[src/rtl/fifo_basic_pkg.sv]
// fifo_basic_pkg: shared defaults for the basic synchronous FIFO.
//   FIFO_DATA_WIDTH : default word width
//   FIFO_DEPTH      : default number of entries (power of two, >= 2)
//   fifo_cnt_width  : width of an occupancy counter that can hold 0..depth
package fifo_basic_pkg;

  localparam int FIFO_DATA_WIDTH = 8;
  localparam int FIFO_DEPTH      = 8;

  // Occupancy spans 0..depth inclusive, so one bit wider than the pointers.
  function automatic int fifo_cnt_width(input int depth);
    return $clog2(depth) + 1;
  endfunction

  localparam int FIFO_CNT_W = fifo_cnt_width(FIFO_DEPTH);

endpackage

[src/rtl/fifo_basic_if.sv]
// fifo_basic_if: producer/consumer-side bundle of the basic FIFO.
//   enable, write, data_in, read : requests from the user side
//   data_out, empty, full        : registered data and status from the FIFO
//   master modport: user logic driving the FIFO
//   slave  modport: the FIFO itself
interface fifo_basic_if
  import fifo_basic_pkg::*;
#(
  parameter int DATA_WIDTH = FIFO_DATA_WIDTH
);
  logic                  enable;
  logic                  write;
  logic [DATA_WIDTH-1:0] data_in;
  logic                  read;
  logic [DATA_WIDTH-1:0] data_out;
  logic                  empty;
  logic                  full;

  modport master (
    output enable, write, data_in, read,
    input  data_out, empty, full
  );

  modport slave (
    input  enable, write, data_in, read,
    output data_out, empty, full
  );
endinterface

[src/rtl/fifo_basic_mem.sv]
// fifo_basic_mem: DEPTH x DATA_WIDTH register array.
//   clk_i   : clock
//   rst_i   : synchronous active-high reset (clears read register only)
//   we_i    : write strobe, waddr_i/wdata_i written on the rising edge
//   re_i    : read strobe, mem[raddr_i] captured into rdata_o on the edge
//   rdata_o : registered read data, holds when re_i is low
module fifo_basic_mem
  import fifo_basic_pkg::*;
#(
  parameter  int DATA_WIDTH = FIFO_DATA_WIDTH,
  parameter  int DEPTH      = FIFO_DEPTH,
  localparam int ADDR_WIDTH = $clog2(DEPTH)
) (
  input  logic                  clk_i,
  input  logic                  rst_i,
  input  logic                  we_i,
  input  logic [ADDR_WIDTH-1:0] waddr_i,
  input  logic [DATA_WIDTH-1:0] wdata_i,
  input  logic                  re_i,
  input  logic [ADDR_WIDTH-1:0] raddr_i,
  output logic [DATA_WIDTH-1:0] rdata_o
);

  logic [DEPTH-1:0][DATA_WIDTH-1:0] mem_q;
  logic [DATA_WIDTH-1:0]            rdata_q;

  // Storage is not reset; contents are meaningless until written.
  always_ff @(posedge clk_i) begin
    if (we_i) mem_q[waddr_i] <= wdata_i;
  end

  // Read sees the pre-edge contents, so a same-address write in the same
  // cycle (full FIFO, read+write) returns the old head.
  always_ff @(posedge clk_i) begin
    if (rst_i)     rdata_q <= '0;
    else if (re_i) rdata_q <= mem_q[raddr_i];
  end

  assign rdata_o = rdata_q;

endmodule

[src/rtl/fifo_basic.sv]
// fifo_basic: single-clock FIFO with registered read data.
//   clk  : clock, all state changes on the rising edge
//   rst  : synchronous active-high reset, priority over everything
//   bus  : slave side of fifo_basic_if
//            enable gates all activity; write pushes data_in; read pops
//            the oldest word into data_out (one-cycle latency);
//            empty/full decode the registered occupancy count.
module fifo_basic
  import fifo_basic_pkg::*;
#(
  parameter  int DATA_WIDTH = FIFO_DATA_WIDTH,
  parameter  int DEPTH      = FIFO_DEPTH,
  localparam int ADDR_WIDTH = $clog2(DEPTH),
  localparam int CNT_W      = fifo_cnt_width(DEPTH)
) (
  input  logic         clk,
  input  logic         rst,
  fifo_basic_if.slave  bus
);

  logic [ADDR_WIDTH-1:0] wr_ptr_q, wr_ptr_d;
  logic [ADDR_WIDTH-1:0] rd_ptr_q, rd_ptr_d;
  logic [CNT_W-1:0]      count_q,  count_d;
  logic                  empty, full;
  logic                  rd_acc, wr_acc;

  assign empty = (count_q == '0);
  assign full  = (count_q == CNT_W'(DEPTH));

  // A read while full frees the slot the concurrent write lands in.
  assign rd_acc = bus.enable & bus.read & ~empty;
  assign wr_acc = bus.enable & bus.write & (~full | rd_acc);

  always_comb begin
    wr_ptr_d = wr_ptr_q;
    rd_ptr_d = rd_ptr_q;
    count_d  = count_q;
    if (wr_acc) wr_ptr_d = wr_ptr_q + ADDR_WIDTH'(1);
    if (rd_acc) rd_ptr_d = rd_ptr_q + ADDR_WIDTH'(1);
    case ({wr_acc, rd_acc})
      2'b10:   count_d = count_q + CNT_W'(1);
      2'b01:   count_d = count_q - CNT_W'(1);
      default: count_d = count_q;
    endcase
  end

  always_ff @(posedge clk) begin
    if (rst) begin
      wr_ptr_q <= '0;
      rd_ptr_q <= '0;
      count_q  <= '0;
    end else begin
      wr_ptr_q <= wr_ptr_d;
      rd_ptr_q <= rd_ptr_d;
      count_q  <= count_d;
    end
  end

  fifo_basic_mem #(
    .DATA_WIDTH (DATA_WIDTH),
    .DEPTH      (DEPTH)
  ) u_mem (
    .clk_i   (clk),
    .rst_i   (rst),
    .we_i    (wr_acc & ~rst),
    .waddr_i (wr_ptr_q),
    .wdata_i (bus.data_in),
    .re_i    (rd_acc & ~rst),
    .raddr_i (rd_ptr_q),
    .rdata_o (bus.data_out)
  );

  assign bus.empty = empty;
  assign bus.full  = full;

endmodule

[src/flat_wrapper.sv]
// flat-port wrapper written by rule: the top's interface ports become plain ports
module fifo_basic_flat import fifo_basic_pkg::*;
#(
  parameter  int DATA_WIDTH = FIFO_DATA_WIDTH,
  parameter  int DEPTH      = FIFO_DEPTH,
  localparam int ADDR_WIDTH = $clog2(DEPTH),
  localparam int CNT_W      = fifo_cnt_width(DEPTH)
)
  (clk, rst, bus_enable, bus_write, bus_data_in, bus_read, bus_data_out, bus_empty, bus_full);
  fifo_basic_if #(.DATA_WIDTH(DATA_WIDTH)) bus_i ();
  input  logic clk;
  input  logic rst;
  input wire logic [$bits(bus_i.enable)-1:0] bus_enable;
  input wire logic [$bits(bus_i.write)-1:0] bus_write;
  input wire logic [$bits(bus_i.data_in)-1:0] bus_data_in;
  input wire logic [$bits(bus_i.read)-1:0] bus_read;
  output wire logic [$bits(bus_i.data_out)-1:0] bus_data_out;
  output wire logic [$bits(bus_i.empty)-1:0] bus_empty;
  output wire logic [$bits(bus_i.full)-1:0] bus_full;
  assign bus_i.enable = bus_enable;
  assign bus_i.write = bus_write;
  assign bus_i.data_in = bus_data_in;
  assign bus_i.read = bus_read;
  assign bus_data_out = bus_i.data_out;
  assign bus_empty = bus_i.empty;
  assign bus_full = bus_i.full;
  fifo_basic #(.DATA_WIDTH(DATA_WIDTH), .DEPTH(DEPTH)) u_core (.clk(clk), .rst(rst), .bus(bus_i));
endmodule
[config.mk]
export PLATFORM = sky130hd
export DESIGN_NAME = fifo_basic_flat
export DESIGN_NICKNAME = d
export VERILOG_FILES = /design/src/rtl/fifo_basic_pkg.sv /design/src/rtl/fifo_basic_if.sv /design/src/rtl/fifo_basic_mem.sv /design/src/rtl/fifo_basic.sv /design/src/flat_wrapper.sv
export SDC_FILE = /design/constraint.sdc
export NUM_CORES = 1
export LEC_CHECK = 0
export ABC_AREA = 1
export BUFFER_PORTS_ARGS = -buffer_cell sky130_fd_sc_hd__buf_2
export CAP_MARGIN = 20
export CORE_UTILIZATION = 30
export DETAILED_ROUTE_END_ITERATION = 16
export PLACE_DENSITY = 0.46
export SLEW_MARGIN = 20
export SYNTH_ARGS = -nofsm -noshare
export SYNTH_HDL_FRONTEND = slang
export SYNTH_SLANG_ARGS = --single-unit
[constraint.sdc]
create_clock -name clk -period 4.9 [get_ports clk]
set_input_delay 0.49 -clock clk [delete_from_list [all_inputs] [get_ports clk]]
set_output_delay 0.49 -clock clk [all_outputs]
set_load 0.05 [all_outputs]
==> results of run 1 <==
[report_power, final]
| part | internal (mW) | switching (mW) | total (mW) |
|---|---|---|---|
| combinational | 0.0602 | 0.141 | 0.201 |
| clock | 0.339 | 0.263 | 0.601 |
| sequential | 0.766 | 0.0130 | 0.779 |
| total | 1.16 | 0.416 | 1.58 |
[worst max-delay path, cell delays in order, from the launching register on]
cell and delay (ps):
dfxtp_1 360, nor2_4 170, nand3_2 120, nand2_4 190, inv_2 60, ha_1 230, ha_1 310, or2_2 290
nand2_1 70, nand2_1 40, nand2_1 50, nand2_1 60, a21oi_1 120
[metrics by stage]
| stage | setup WS (ps) | cell area, um^2 | power, mW | cells |
|---|---|---|---|---|
| 2_1_floorplan | 2450 | 3540 | 0.951 | 335 |
| 3_3_place_gp | 2720 | 3730 | 0.991 | 488 |
| 3_5_place_dp | 2710 | 3760 | 0.997 | 490 |
| 6_report | 2780 | 4020 | 1.58 | 506 |
| 4_1_cts | 2760 | 4020 | 1.59 | 506 |
| 5_1_grt | 2610 | 4020 | 1.65 | 506 |
[per-layer routing]
layer / GRT usage [%] / routed length (um) / share of wire [%]
met1: 17.7 / 3620 / 48
met2: 19.8 / 3420 / 46
met3: 3.44 / 354 / 4.7
met4: 4.98 / 106 / 1.4
met5: 0 / 0 / 0
[kinds of logic (layout without fill, tap and decap cells)]
family                     after synthesis  in the layout
and+or+nand+nor                        181            181
DFF                                     82             82
buffers and inverters                   33             61
AOI/OAI and AO/OA                       30             30
adders and majority gates                6              6
xor gates and xnor gates                 3              3
[layout make-up]
class | instances | area share [%]
Clock inverter | 6 | 0.840
Clock buffer | 10 | 5.69
Sequential cell | 82 | 56.7
Inverter | 20 | 1.93
Multi-Input combinational cell | 220 | 26.7
Tap cell | 143 | 4.45
Timing Repair Buffer | 25 | 3.67
[placed cells by master (no fill, tap or decap), types with 2 or more instances in the layout]
master     count
inv_1         14
clkinv_1       2
o21ai_0        5
clkinv_2       2
o21ai_1       17
nand2_1       88
dfxtp_1       18
edfxtp_1      64
nor2_1        41
inv_2          5
nand3_1       38
ha_1           5
nor2_4         2
nand2_4        3
clkbuf_16      9
buf_2         22
nor2_2         4
a21oi_1        6
a21oi_2        2
xor2_1         2
buf_8          2
[worst min path at each step]
stage                            start  slack (ps)  cells past startpoint                 endpoint
6_report                bus_data_in[4]         420                      1   u_core.u_mem.mem_q[44]
5_1_grt                 bus_data_in[4]         440                      1    u_core.u_mem.mem_q[4]
4_1_cts                 bus_data_in[4]         420                      1   u_core.u_mem.mem_q[36]
3_5_place_dp   u_core.u_mem.rdata_o[0]         460                      2  u_core.u_mem.rdata_o[0]
3_3_place_gp   u_core.u_mem.rdata_o[5]         460                      2  u_core.u_mem.rdata_o[5]
2_1_floorplan       u_core.wr_ptr_q[2]         480                      2       u_core.wr_ptr_q[2]
[registers in the layout, indices dropped and copies added, names as in the netlist]
signal                count
u_core.count_q            4
u_core.wr_ptr_q           3
u_core.rd_ptr_q           3
u_core.u_mem.mem_q       64
u_core.u_mem.rdata_o      8
==> impl_results.md, run 1 <==
- Status: completed
- CTS H-tree depth: 3
- Rel. slew slack: 37.5%
- Die height: 111 um
- Yosys top cell by area: edfxtp_1
- Residual DRC: 0
- Post-synthesis adder-cell area fraction: 2.33%
- Hold Slack: about 420 ps
- Crit path DAT: 2390 ps
- ANT cells: 0
- Hold Vio Cnt, Final: 0
- Final Util: 35.1%
- Final antenna-violating net count: 0
- Worst flop-to-flop path endpoint: u_core.count_q[3]
- Hold buffer count at cts: 0
- Worst reg-to-reg path cell count: 12
- Final period util: 43.4%
- Largest net degree at the start of global routing: 35
- Main synth FF type: edfxtp_1
- Postcts setup bufs: 0
- Port Buf Inserts: 22
- Die X: 111 um
- Via density: 4.53
- GP Congestion: between 0.7 and 0.8
- Multi-input gate area: 1070 um^2
- Critical Setup Path Class: flip-flop to flip-flop
- Seq. cell area: roughly 2300 um^2
- Max Root-Sink Buffers: 2
- Overall Global Routing Usage: between 10% and 20%
- XOR/XNOR Fraction of Synth Area: 0.741%
- Yosys warnings: 0
- Post-synthesis simple-gate area fraction: 22.8%
- Vias in the first global route: ~2,200
- Leading post-synthesis cells by instance count: nand2_1 (88), edfxtp_1 (64), nor2_1 (41), nand3_1 (38), dfxtp_1 (18)
- Crit. Startpoint: u_core.count_q[0]
- Min Tclk post-route: 2120 ps
- GRT overflow: 0
- Post-detail-place hpwl: between 4 and 5 mm
- Ranking of synthesized cells by area: edfxtp_1 (54%), dfxtp_1 (10%), nand2_1 (9.3%)
- Max Clk Rate: 471 MHz
- Final net count: 377
- Clk slew on worst S/H paths: roughly 60 ps
- Critical Path RT: around 5200 ps
- Slew @ Worst Pin: 935 ps
- Crit end category: flip-flop
- Layout cells sized above 1: 16.3%
- TNS Setup: 0 ps
- Max Transition Viols Final: 0
- Pleak: 1.61 nW
- FILL cells: roughly 1,100
- Distinct cells, synth: 28
- Pre-antenna DRT Iters: 4
- Clk root buf: clkbuf_16
- Post-CTS sizing: 0
- Top Ports: 23
- Clock Skews: ~6.6 ps
- Via count: 2,291
- Synth Net Count: roughly 350
- Synth top area share: a little over half
- Hold Crit Class: input port to flip-flop
- Synth Area in Compound Gates: 4.45%
- FFs w/ async S/R, synth: 0%
- Peak supply drop: about 0.13 mV
- Largest family of logic cells by synthesized area: simple AND/OR/NAND/NOR gates
- Core ar.: 11,500 um^2
- CTS tree: yes
- # setup viols final: 0
- Max-cap violations: 0
- Cell with the most instances after synthesis: nand2_1
- CP Launch Type: flip-flop
- Cell count after synthesis: ~340
- Final WL: 7.50 mm
- Row cnt: 39
- Syn_area_per_cell: 10.6 um^2
- Sequential-to-total area share from yosys stat: 64.4%
- Clk Latency, worst-skew pair: 340 ps
- R2R Path Start: u_core.count_q[0]
- TritonCTS Buffers: 9
- WL/cell: 14.8 um
- First-pass GRT wire length: 12.0 mm
- Initial antenna violation count: 0
- Post-synthesis register bit count: 82
- Register-to-register setup slack: 2780 ps
- Area Growth Syn to Fin: 13.5%
- CTS sink cnt: 82
- Post-synth EDFFs: 64
- RSZ-0062 raised after global routing: false
- Synthesized area: 3540 um^2
- Die Area: 12,300 um^2
- Maximum fanout along the worst path: 15
- Mux cell area share after synthesis: 0%
- Pwr Density: 393 nW/um^2
- DRT iter0 DRCs: 76
- CP endpoint: u_core.count_q[3]
- Starting Density: 30.9%
Note: power is estimated with default switching activity, not from simulation.
==> run 2: changes to the inputs <==
==> constraint.sdc (replaced) <==
create_clock -name clk -period 2 [get_ports clk]
set_input_delay 0.2 -clock clk [delete_from_list [all_inputs] [get_ports clk]]
set_output_delay 0.2 -clock clk [all_outputs]
set_load 0.05 [all_outputs]
==> run 2 against run 1 <==
  * Total power rose to 2.5 times the previous value
  * Clock-buffer cell count did not move
  * Critical path depth fell by 1
  * Maximum frequency rose by 17%
  * Largest power group unchanged
==> impl_results.md, run 2 (same netlist as run 1, synthesis figures left out) <==
- Status: completed
- Critical Path RT: 2270 ps
- RSZ-0062 raised after global routing: false
- Final period util: 90.6%
- Slowest Stage Delay on Critical Path: 350 ps
- Via density: 4.56
- Rel. slew slack: 73.2%
- Most frequent cells in the layout: nand2_1 (88), edfxtp_1 (64), nor2_1 (41)
- Crit end category: flip-flop
- Max Clk Rate: 552 MHz
- Final net count: 388
- Number of flip-flops in the largest register: between 60 and 70
- Most common cell type on the critical path: nand2_1
- Peak supply drop: roughly 0.48 mV
- CP max stage cell: dfxtp_2
- FILL cells: 1,124
- Crit path DAT: 2080 ps
- Residual DRC: 0
- Slew @ Worst Pin: between 400 and 500 ps
- Multi-input gate area: 1100 um^2
- Pwr Density: around 960 nW/um^2
- Vias in the first global route: 2,295
- DRT iter0 DRCs: 104
- # setup viols final: 0
- Hold Vio Cnt, Final: 0
- Cell Area, Placed: 3830 um^2
- Largest net degree at the start of global routing: 35
- GRT overflow: 0
- Clock Skews: between 9 and 10 ps
- Clk root buf: clkbuf_16
- TNS Setup: 0 ps
- First-pass GRT wire length: 12.6 mm
- GP Congestion: 0.766
- DP Cell Count: around 500
- ANT cells: 0
- Area Growth Syn to Fin: 16.6%
- Final Util: a little over a third
- Row cnt: 39
- Clk Latency, worst-skew pair: 340 ps
- Post-Layout Cell Count: approximately 520
- Top Ports: 23
- Port Buf Inserts: 22
- Post-detail-place hpwl: 4.82 mm
- CP Launch Type: flip-flop
- TritonCTS Buffers: 9
- Post-CTS sizing: 0
- Hold Crit Class: input port to flip-flop
- CTS sink cnt: 82
- Hold buffer count at cts: 0
- Max Root-Sink Buffers: 2
- Die X: between 100 and 150 um
- Postcts setup bufs: 0
- CTS H-tree depth: 3
- Via count: between 2,000 and 2,500
- Commonest non-fill, non-tap cell in the layout: nand2_1
- Min Tclk post-route: between 1500 and 2000 ps
- Critical Setup Path Class: flip-flop to flip-flop
- Crit-path cells: nor2_4 > nand4_4 > nand2_4 > ha_2 > ha_4 > or2_2 > nand2_1 > nand2_1 > nand2_1 > nand2_1 > a21oi_1
- Starting Density: 30.9%
- Max-cap violations: 0
- Die height: around 110 um
- Pre-antenna DRT Iters: 4
- Clk slew on worst S/H paths: 70 ps
- Core ar.: 11,500 um^2
- Maximum fanout along the worst path: 5
- Final WL: 7.81 mm
- WL/cell: about 15 um
- CTS tree: yes
- Pleak: 1.66 nW
- Seq. cell area: 2290 um^2
- Final antenna-violating net count: 0
- Biggest register: u_core.u_mem.mem_q
- Final instance area: 4130 um^2
- Max Transition Viols Final: 0
- Layout cells sized above 1: 20.9%
- Initial antenna violation count: 0
- Overall Global Routing Usage: between 10 and 15%
- Die Area: 12,300 um^2
run 2: cell types whose count changed in the layout (fill, tap and decap cells not counted), sizes merged:
cell      previous run  this run
buf                 25        36
clkinv               5         0
clkinvlp             1         3
inv                 20        23
run 2: worst paths after layout:
kind / startpoint / to / slack (ps) / cells after the start
max reg2reg: u_core.count_q[0] / u_core.count_q[3] / 190 / 11
min: bus_data_in[2] / u_core.u_mem.mem_q[2] / 130 / 1
min reg2reg: u_core.u_mem.rdata_o[6] / u_core.u_mem.rdata_o[6] / 470 / 2
max: u_core.count_q[0] / u_core.count_q[3] / 190 / 11
run 2: where the power goes:
| group | leakage (nW) | switching [mW] | internal, mW |
|---|---|---|---|
| clock | 0.126 | 0.703 | 0.855 |
| combinational | 0.810 | 0.344 | 0.155 |
| sequential | 0.725 | 0.0329 | 1.88 |
| total | 1.66 | 1.08 | 2.89 |
run 2: per-layer routing:
layer	global-route usage (%)	wire (um)
met5	0	0
met4	6.13	144
met3	2.13	241
met2	22.0	3660
met1	18.4	3760
run 2: worst max-delay path, delay by kind of cell, from the launching register on:
kind	cells	cell delay, ps
simple gates	8	820
fa+ha+maj	2	460
flops	1	350
compound gates	1	110
run 2: area by class of cell:
cell class / count / area share [%]
Sequential cell: 82 / 55.3
Inverter: 20 / 1.88
Multi-Input combinational cell: 220 / 26.5
Clock buffer: 10 / 5.54
Clock inverter: 6 / 1.18
Timing Repair Buffer: 36 / 5.21
Tap cell: 143 / 4.33
run 2: metrics by stage:
stage,power [mW],worst slack [ps],hold slack [ps]
floorplan,2.33,137,269
global placement,2.45,108,454
detailed placement,2.45,58.8,462
CTS,4.01,28.5,126
global route,4.14,29.6,143
finish,3.97,187,132
==> run 3: changes to the inputs <==
--- a/config.mk
+++ b/config.mk
@@ -10,7 +10,7 @@
 export CAP_MARGIN = 20
 export CORE_UTILIZATION = 30
 export DETAILED_ROUTE_END_ITERATION = 16
-export PLACE_DENSITY = 0.46
+export PLACE_DENSITY_LB_ADDON = 0.08
 export SLEW_MARGIN = 20
 export SYNTH_ARGS = -nofsm -noshare
 export SYNTH_HDL_FRONTEND = slang
==> run 3 against run 2 <==
  * Core utilization grew 0.55 points
  * Sequential power barely moved
  * Sequential cell count did not move
  * Sequential share of layout area shrank 0.86 points
  * Critical path type unchanged
  * Non-clock buffer count increased by 6
  * Critical endpoint is now u_core.count_q[2]
  * Clock power increased by 3%
  * Combinational power rose by 1%
  * Maximum frequency fell by 4.0%
==> impl_results.md, run 3 (same netlist as run 1, synthesis figures left out) <==
- Biggest register: u_core.u_mem.mem_q
- GP Congestion: 0.717
- Residual DRC: 0
- Crit path DAT: about 2100 ps
- Max-cap violations: 0
- Final antenna-violating net count: 0
- Vias in the first global route: 2,287
- Hold path cells: 1
- Final instance area: 4190 um^2
- Pre-antenna DRT Iters: 4
- Worst reg-to-reg path cell count: 9
- Crit-path cells: nor2_4 > nand4_4 > nand2_4 > ha_1 > inv_1 > fa_1 > xnor2_1 > o21ai_0 > inv_1
- Top Ports: 23
- Layout cells sized above 1: 21.3%
- Post-CTS sizing: 0
- First-pass GRT wire length: 12.7 mm
- Row cnt: 39
- CP Launch Type: flip-flop
- Post-detail-place hpwl: ~5.2 mm
- Max Clk Rate: 529 MHz
- Clock Skews: 6.09 ps
- Crit. Startpoint: u_core.count_q[1]
- Hold buffer count at cts: 0
- PnR worst setup slack: ~110 ps
- Clk root buf: clkbuf_16
- Die X: 111 um
- Max Transition Viols Final: 0
- Slew @ Worst Pin: 383 ps
- Die Area: 12,300 um^2
- Worst slack at placement: 63.0 ps
- Peak supply drop: 0.566 mV
- Clk slew on worst S/H paths: 60 ps
- WL/cell: 15.2 um
- Final WL: 7.97 mm
- R2R Path Start: u_core.count_q[1]
- Overall Global Routing Usage: 14.0%
- GRT overflow: 0
- ANT cells: 0
- Via count: 2,363
- Final period util: 94.4%
- Core ar.: 11,500 um^2
- Crit end category: flip-flop
- CP max stage cell: fa_1
- Number of flip-flops in the largest register: 64
- Commonest non-fill, non-tap cell in the layout: nand2_1
- Largest net degree at the start of global routing: 35
- Critical Path RT: roughly 2200 ps
- Port Buf Inserts: 22
- # setup viols final: 0
- CTS H-tree depth: 3
- Initial antenna violation count: 0
- Status: completed
- Postcts setup bufs: 0
- Worst flop-to-flop path endpoint: u_core.count_q[2]
- Max Root-Sink Buffers: 2
- Hold endpoint: u_core.u_mem.mem_q[12]
- Final net count: roughly 400
- Pleak: approximately 1.7 nW
- Slowest Stage Delay on Critical Path: 390 ps
- TritonCTS Buffers: 9
- Cell family with most CP delay: adder cells
- Pwr Density: roughly 960 nW/um^2
- Hold Crit Class: input port to flip-flop
- CTS sink cnt: approximately 80
- Most common cell type on the critical path: inv_1
- CTS tree: yes
- Most frequent cells in the layout: nand2_1 (88), edfxtp_1 (64), nor2_1 (41)
- Via density: 4.52
- Hold path startpoint: bus_data_in[4]
- Critical Setup Path Class: flip-flop to flip-flop
- DRT iter0 DRCs: 159
- Worst path buffer plus inverter count: 2
- Register-to-register setup slack: 110 ps
- Starting Density: 30.9%
- Maximum fanout along the worst path: 5
- Area Growth Syn to Fin: 18.3%
- Clk Latency, worst-skew pair: 330 ps
- Die height: 111 um
- Cell Area, Placed: a little under 4000 um^2
- Hold Vio Cnt, Final: 0
- Rel. slew slack: around three quarters
- Min Tclk post-route: ~1900 ps
run 3: area by class of cell:
class	instances	area [um^2]
Inverter	20	77.6
Clock inverter	6	57.6
Clock buffer	10	229
Sequential cell	82	2280
Fill cell	1163	7270
Tap cell	143	179
Timing Repair Buffer	42	273
Multi-Input combinational cell	220	1090
run 3: worst max path at each step:
stage | end | cells past startpoint | slack (ps)
6_report | u_core.count_q[2] | 9 | 110
5_1_grt | u_core.count_q[3] | 12 | -1
4_1_cts | u_core.count_q[3] | 12 | 50
3_5_place_dp | u_core.count_q[3] | 12 | 60
3_3_place_gp | u_core.count_q[3] | 12 | 100
2_1_floorplan | u_core.count_q[3] | 12 | 140
run 3: stage by stage:
stage                     setup TNS (ps)  utilization (%)  hold slack (ps)  power (mW)  instances
after floorplan                        0                -              269        2.33        335
after CTS                              0             36.4              134        4.07        523
after detailed placement               0             33.9              457        2.46        507
after global placement                 0             33.9              457        2.46        507
final                                  0             36.6              140        4.02        523
after global routing               -1.27             36.6              152        4.20        523
run 3: per-layer routing:
metal  vias to the layer above  GRT usage [%]  wire length, um
li1                       1207              -                -
met3                        11           3.83              214
met1                      1116           18.7             3930
met4                         0           4.27              104
met5                         -              0                0
met2                        29           22.2             3730
run 3: report_power, final:
group	total [mW]	switching (mW)	internal, mW
clock network	1.60	0.642	0.958
logic	0.506	0.349	0.157
registers	1.91	0.0338	1.88
run 3: worst reg2reg max path, stage by stage, from the launching register on:
cell     delay (ps)
dfxtp_1         340
nor2_4          150
nand4_4         100
nand2_4         110
ha_1            250
inv_1           100
fa_1            390
xnor2_1         140
o21ai_0         140
inv_1            50
